--- src/rtl/hazard_ctrl.sv ---
// Pipeline hazard controller: shadow scoreboard, stall/flush sequencing and registered EX forwarding selects.
// Optional build macro HAZARD_PERF_EN adds saturating stall_cnt / flush_cnt outputs.
module hazard_ctrl #(
  parameter int REG_AW = 5,
  parameter int CNT_W  = 32
) (
  input  logic              clk,
  input  logic              rst_n,
  input  logic              id_valid,
  input  logic [REG_AW-1:0] id_rs1,
  input  logic [REG_AW-1:0] id_rs2,
  input  logic              id_rs1_used,
  input  logic              id_rs2_used,
  input  logic [REG_AW-1:0] id_rd,
  input  logic              id_rf_we,
  input  logic              id_is_load,
  input  logic              ex_redirect,
  input  logic              mem_busy,
  output logic              pc_stall,
  output logic              if_id_stall,
  output logic              if_id_flush,
  output logic              id_ex_flush,
  output logic              ex_mem_stall,
  output logic [1:0]        fwd_a_sel,
  output logic [1:0]        fwd_b_sel,
  output logic [1:0]        state
`ifdef HAZARD_PERF_EN
  ,
  output logic [CNT_W-1:0]  stall_cnt,
  output logic [CNT_W-1:0]  flush_cnt
`endif
);

  // Handshake-free block: every input is sampled as a level each cycle; the
  // stall/flush outputs answer the same cycle, selects and state one edge later.
  typedef enum logic [1:0] {
    S_RUN     = 2'b00,
    S_LDSTALL = 2'b01,
    S_FREEZE  = 2'b10,
    S_FLUSH   = 2'b11
  } state_t;

  state_t state_q, cur_case;

  // The WB slot and the MEM load flag are not kept: a WB match never needs
  // forwarding, and MEM forwarding always takes write-back data.
  logic [REG_AW-1:0] ex_rd, mem_rd;
  logic              ex_we, ex_ld, mem_we;
  logic              redirect_pend;

  logic       ex_hit_a, ex_hit_b, mem_hit_a, mem_hit_b, load_use;
  logic [1:0] fwd_a_nxt, fwd_b_nxt;

  always_comb begin
    ex_hit_a  = ex_we  && (ex_rd  != '0) && (ex_rd  == id_rs1) && id_rs1_used;
    ex_hit_b  = ex_we  && (ex_rd  != '0) && (ex_rd  == id_rs2) && id_rs2_used;
    mem_hit_a = mem_we && (mem_rd != '0) && (mem_rd == id_rs1) && id_rs1_used;
    mem_hit_b = mem_we && (mem_rd != '0) && (mem_rd == id_rs2) && id_rs2_used;
    load_use  = id_valid && ex_ld && (ex_hit_a || ex_hit_b);
  end

  // Case selection and same-cycle control outputs.
  always_comb begin
    cur_case     = S_RUN;
    pc_stall     = 1'b0;
    if_id_stall  = 1'b0;
    if_id_flush  = 1'b0;
    id_ex_flush  = 1'b0;
    ex_mem_stall = 1'b0;
    if (!rst_n)                              cur_case = S_RUN;
    else if (mem_busy)                       cur_case = S_FREEZE;
    else if (ex_redirect || redirect_pend)   cur_case = S_FLUSH;
    else if (load_use)                       cur_case = S_LDSTALL;
    case (cur_case)
      S_FREEZE: begin
        pc_stall     = 1'b1;
        if_id_stall  = 1'b1;
        ex_mem_stall = 1'b1;
      end
      S_FLUSH: begin
        if_id_flush = 1'b1;
        id_ex_flush = 1'b1;
      end
      S_LDSTALL: begin
        pc_stall    = 1'b1;
        if_id_stall = 1'b1;
        id_ex_flush = 1'b1;
      end
      default: ;
    endcase
  end

  // Youngest producer wins; a load in EX cannot forward yet.
  always_comb begin
    fwd_a_nxt = 2'b00;
    fwd_b_nxt = 2'b00;
    if (cur_case == S_RUN) begin
      if (ex_hit_a && !ex_ld) fwd_a_nxt = 2'b01;
      else if (mem_hit_a)     fwd_a_nxt = 2'b10;
      if (ex_hit_b && !ex_ld) fwd_b_nxt = 2'b01;
      else if (mem_hit_b)     fwd_b_nxt = 2'b10;
    end
  end

  always_ff @(posedge clk or negedge rst_n) begin
    if (!rst_n) begin
      state_q       <= S_RUN;
      ex_rd         <= '0;
      ex_we         <= 1'b0;
      ex_ld         <= 1'b0;
      mem_rd        <= '0;
      mem_we        <= 1'b0;
      redirect_pend <= 1'b0;
      fwd_a_sel     <= 2'b00;
      fwd_b_sel     <= 2'b00;
    end else begin
      state_q <= cur_case;
      if (cur_case == S_FREEZE) begin
        if (ex_redirect) redirect_pend <= 1'b1;
      end else begin
        if (cur_case == S_FLUSH) redirect_pend <= 1'b0;
        mem_rd    <= ex_rd;
        mem_we    <= ex_we;
        fwd_a_sel <= fwd_a_nxt;
        fwd_b_sel <= fwd_b_nxt;
        if (cur_case == S_RUN) begin
          ex_rd <= id_rd;
          ex_we <= id_rf_we & id_valid;
          ex_ld <= id_is_load;
        end else begin
          ex_rd <= '0;
          ex_we <= 1'b0;
          ex_ld <= 1'b0;
        end
      end
    end
  end

  assign state = state_q;

`ifdef HAZARD_PERF_EN
  localparam logic [CNT_W-1:0] CNT_ONE = {{(CNT_W-1){1'b0}}, 1'b1};

  always_ff @(posedge clk or negedge rst_n) begin
    if (!rst_n) begin
      stall_cnt <= '0;
      flush_cnt <= '0;
    end else begin
      if (cur_case == S_LDSTALL && stall_cnt != '1) stall_cnt <= stall_cnt + CNT_ONE;
      if (cur_case == S_FLUSH && flush_cnt != '1)   flush_cnt <= flush_cnt + CNT_ONE;
    end
  end
`endif

endmodule

--- config.mk ---
export PLATFORM = sky130hd
export DESIGN_NAME = hazard_ctrl
export DESIGN_NICKNAME = d
export VERILOG_FILES = /design/src/rtl/hazard_ctrl.sv
export SDC_FILE = /design/constraint.sdc
export NUM_CORES = 1
export LEC_CHECK = 0
export ABC_AREA = 1
export CAP_MARGIN = 20
export CORE_UTILIZATION = 47
export DETAILED_ROUTE_END_ITERATION = 8
export HOLD_SLACK_MARGIN = 0.15
export MAX_ROUTING_LAYER = met4
export PLACE_DENSITY = 0.81
export RECOVER_POWER = 50
export REMOVE_ABC_BUFFERS = 1
export SLEW_MARGIN = 30
export SYNTH_ARGS = -nofsm -noshare
export SYNTH_HDL_FRONTEND = slang
export SYNTH_SLANG_ARGS = --single-unit
--- constraint.sdc ---
create_clock -name clk -period 1.95 [get_ports clk]
set_clock_uncertainty 0.15 [all_clocks]
set_input_delay 0.195 -clock clk [delete_from_list [all_inputs] [get_ports clk]]
set_output_delay 0.195 -clock clk [all_outputs]
set_load 0.02 [all_outputs]
Word-level counts from Yosys, hierarchy flattened
Index checks and enable logic that the tools add are counted.
{"block": "classes", "n_mux": 20, "eq_ne": 8, "bitwise_logic": 1, "reduce_logical": 24}
{"operator": "$eq A5 B5 Y1", "count": 4}
{"operator": "$mux W2", "count": 9}
{"operator": "$logic_and A1 B1 Y1", "count": 14}
{"operator": "$mux W1", "count": 10}
{"operator": "$reduce_bool A5 Y1", "count": 2}
{"operator": "$mux W5", "count": 1}
{"operator": "$eq A2 B2 Y1 const B", "count": 2}
{"operator": "$reduce_or A2 Y1", "count": 2}
{"operator": "$eq A2 B1 Y1 const B", "count": 1}
{"operator": "$logic_not A2 Y1", "count": 1}
{"operator": "$logic_or A1 B1 Y1", "count": 2}
{"operator": "$ne A2 B2 Y1 const B", "count": 1}
{"operator": "$reduce_and A2 Y1", "count": 1}
{"operator": "$reduce_bool A2 Y1", "count": 1}
{"operator": "$and A1 B1 Y1", "count": 1}
{"operator": "$logic_not A1 Y1", "count": 1}
{"block": "word_totals", "output_inout_bits": 11, "reg_bits": 20}

Longest topological paths before layout
{"block": "logic_depth", "ltp_word": 13, "depth_mapped": 11}

Worst setup path after synthesis
Ideal clock, no wire load.
{"block": "synth_timing", "path_kind": "flip-flop to output port", "start": "register ex_rd[3]", "end": "output port pc_stall", "arrival_ns": 1.751, "required_time_ns": 1.605, "slack_ns": -0.146, "stages_incl_launch_ff": 9, "cell_sequence": "dfrtp_1 a21boi_0 nand2_1 nor2_1 nand3_1 nand2_1 nand2_2 o21ai_0 buf_4"}
{"block": "synth_between", "elab_chain_len": 13, "word_cells_on_any_way": 18, "classes_between": "eq/ne (4); mux (5); reduce/logical (9)"}
{"item": "from (decl)", "line_no": "47", "text": "logic [REG_AW-1:0] ex_rd, mem_rd;"}
{"item": "from (signal assigned)", "line_no": "127", "text": "ex_rd <= id_rd;"}
{"item": "$reduce_bool A5 Y1", "line_no": "55, 56"}
{"item": "$logic_and A1 B1 Y1", "line_no": "55, 56"}
{"item": "$logic_and A1 B1 Y1, on equally long branches (2 in series)", "line_no": "55, 56"}
{"item": "$logic_or A1 B1 Y1 (*)", "line_no": "59", "text": "load_use = id_valid && ex_ld && (ex_hit_a || ex_hit_b);"}
{"item": "$logic_and A1 B1 Y1 (*)", "line_no": "59"}
{"item": "$mux W1 (*)", "line_no": "73", "text": "else if (load_use) cur_case = S_LDSTALL;"}
{"item": "$mux W2 (*)", "line_no": "72", "text": "else if (ex_redirect || redirect_pend) cur_case = S_FLUSH;"}
{"item": "$mux W2 (*)", "line_no": "71", "text": "else if (mem_busy) cur_case = S_FREEZE;"}
{"item": "$mux W2 (*)", "line_no": "70", "text": "if (!rst_n) cur_case = S_RUN;"}
{"item": "$eq A2 B2 Y1 / $eq A2 B1 Y1 (equally long branches)"}
{"item": "$reduce_or A2 Y1 (no line) (*)"}
{"item": "$mux W1 (*)"}
{"item": "to (decl)", "line_no": "19", "text": "output logic pc_stall,"}
Every way passes the cells marked *; elsewhere a longest branch is shown, timed or not.

Final worst setup path
{"block": "layout_timing", "start": "register ex_rd[4]", "end": "output port if_id_stall"}
{"block": "layout_between", "elab_chain_len": 13, "word_cells_on_any_way": 18, "classes_between": "eq/ne (4); mux (5); reduce/logical (9)"}
{"item": "$reduce_bool A5 Y1", "line_no": "55, 56"}
{"item": "$logic_and A1 B1 Y1", "line_no": "55, 56"}
{"item": "$logic_and A1 B1 Y1, on equally long branches (2 in series)", "line_no": "55, 56"}
{"item": "$logic_or A1 B1 Y1 (*)", "line_no": "59"}
{"item": "$logic_and A1 B1 Y1 (*)", "line_no": "59"}
{"item": "$mux W1 (*)", "line_no": "73"}
{"item": "$mux W2 (*)", "line_no": "72"}
{"item": "$mux W2 (*)", "line_no": "71"}
{"item": "$mux W2 (*)", "line_no": "70"}
{"item": "$eq A2 B2 Y1 / $eq A2 B1 Y1 (equally long branches)", "line_no": "74", "text": "case (cur_case)"}
{"item": "$reduce_or A2 Y1 (no line) (*)"}
{"item": "$mux W1 (*)", "line_no": "74"}
{"item": "to (decl)", "line_no": "20", "text": "output logic if_id_stall,"}
Marks and branches as above.

==> out/qor.csv <==
metric,value,unit
static leakage,0.00108,uW
Peak VDD IR,0.000589,V
Setup WS pre-CTS,-0.571,ns
clk slew on worst S/H paths,0.12,ns
# hold bufs at CTS,0,
Post-Syn Area,1260,sq um
layout cells sized above 1,0.208,
max-slew violations,0,
Die X-Extent,53.8,um
"Design Area, Final",1930,sq um
full die area,2890,sq um
P per Cell Area,592,nW/um^2
placement row count,18,
DP HPWL,2470,um
final hold vios,0,
Layout area overhead,52.8,%
slew of the pin with the lowest slew margin,1.07,ns
Synth area leader,dfrtp_1,
final setup margin,-0.147,ns
cell with the most instances after synthesis,nand2_1,
Tot Pwr,1140,uW
routed len/inst,11.6,um
crit path max fanout,4,
I/O Pins,35,
H-tree Lvls,1,
sequential-to-total area share from yosys stat,0.397,
HP Class,in -> reg,
Vias/cell,4.91,
YS warnings,0,
initial core utilization,0.504,
vias in the first global route,1300,
GPL Wtd Cong,0.841,
Met2 Wirelength,1660,um
metal3 WL,210,um
Worst-Skew Late Latency,0.31,ns
Die H,53.8,um
placed inst area,1770,sq um
# DRC,0,
Setup crit end kind,output port,
Final nets,284,
pin count of the biggest net entering global routing,21,
Core Footprint,2500,sq um
Setup Viol. Count Final,3,
crit path DAT,1.75,ns
top sig layer,met4,
fin crit share,1.08,
gr ovfl total,0,
Fillers,194,
failing checks,setup timing,
WP data required,1.60,ns
gr usage total,0.277,
initial antenna violation count,0,
clock sinks,20,
"antenna viol nets, final",0,
Fmax,0.477,GHz
share of the synthesized area in the top cell type,0.397,
Final Critical Period,2.10,ns
drt pass-1 iters,4,
average cell area after synthesis,6.43,sq um
via count,1418,
DR iter-0 viols,55,
Post-synth EDFFs,0,
DRT met1 WL,1410,um
max_slew headroom,0.289,
Syn Inst Count,196,
area of the multi-input gates,653,sq um
critical path class,reg -> out,
Main synth FF type,dfrtp_1,
Reg area,503,sq um
synthesis-stage register bit count,20,
max cap viols,0,
Root Buffer,clkbuf_4,
ranking of synthesized cells by area,"dfrtp_1, nand2_1, inv_1, nand3_1, nor2_1",
synth cell count leaders,"nand2_1, inv_1, dfrtp_1",
first-pass GRT wire length,5400,um
Ant. Diodes,0,
RSZ-0062 raised after global routing,yes,
share of synthesized registers carrying an async set or reset,1.00,
distinct cell type count after synthesis,20,
status,finished with violations,
CP startpoint kind,register,
CTS tree,done,
Max Buffers Root-to-Sink,2,
PortBufs,34,
CTS buffer count,3,
final wirelength,3340,um
## where the power goes
part           switching [uW]  internal, uW
Combinational             162           158
Sequential               28.2           447
Clock                     136           208
Total                     327           813
## per-stage QoR
step           utilization  hold slack (ns)  std cells  TNS, ns
2_1_floorplan            -           -0.251        191   -0.657
3_3_place_gp         0.708            0.305        277    -3.27
3_5_place_dp         0.708            0.316        277    -3.34
4_1_cts              0.756            0.258        289   -0.233
5_1_grt              0.770            0.307        289    -1.04
6_report             0.770            0.272        289   -0.433
## registers in the layout, summed over array words and instances, names as in the netlist
register,count
ex_rd,5
mem_rd,5
fwd_a_sel,2
fwd_b_sel,2
state,2
ex_ld,1
ex_we,1
mem_we,1
redirect_pend,1
## cell type report
type,count,share of cell area
Inverter,29,0.0565
Multi-Input combinational cell,142,0.339
Sequential cell,20,0.261
Clock inverter,1,0.0156
Timing Repair Buffer,64,0.296
Clock buffer,3,0.0117
Tap cell,30,0.0195
## logic make-up after synthesis
| logic type | share of synthesized area |
|---|---|
| simple gates | 0.417 |
| buf+inv | 0.112 |
| flops | 0.397 |
| compound gates | 0.0596 |
| xor+xnor | 0.0139 |
## worst paths after layout
kind / startpoint / end / slack, ns / depth (start not counted)
setup / recovery: ex_rd[4] / if_id_stall / -0.15 / 10
hold / removal: id_is_load / ex_ld / 0.27 / 3
setup reg to reg: ex_rd[4] / fwd_b_sel[1] / 0.11 / 12
hold reg to reg: fwd_a_sel[0] / fwd_a_sel[0] / 0.35 / 2
max in group asynchronous: rst_n / ex_rd[2] / 0.29 / 3
min in group asynchronous: rst_n / mem_rd[2] / 0.65 / 3
## cell usage in the layout (no fill, tap or decap)
cell and instances:
nand2_1 83, clkdlybuf4s50_1 28, buf_4 26, inv_1 24
dfrtp_1 18, nor2_1 15, nand3_1 14, o21ai_0 9
inv_2 5, buf_6 5, nor2_2 4, clkbuf_4 4
nand4_1 3, xor2_1 2, nand3b_2 2, dfrtp_2 2
dlygate4sd2_1 2, a21boi_0 1, nand3_2 1, a21boi_1 1
nand2_2 1, nor4_1 1, nand2_4 1, o21ai_2 1
o21ai_4 1, a21oi_1 1, nand3b_1 1, bufinv_16 1
dlygate4sd3_1 1, clkbuf_1 1
## worst max-delay path, cell delays in order (launching register included)
cell and delay (ns):
dfrtp_1 0.45, inv_2 0.09, nand2_1 0.05, nand2_1 0.05, nand2_1 0.06, nor2_2 0.12
nand3_1 0.11, nand2_2 0.12, nand2_4 0.07, o21ai_4 0.19, buf_6 0.14
## layer usage
layer	GRT usage	vias up
li1	-	728
met1	0.328	629
met2	0.481	54
met3	0.0226	7
met4	0.110	0
met5	-	-
## what timing repair did
action | in CTS | in global routing
pin swaps | 1 | 5
buffers inserted | 8 | 1
gates resized for setup | 29 | 12
endpoints found under the setup margin | 5 | 12
Note: power is estimated with default switching activity, not from simulation.
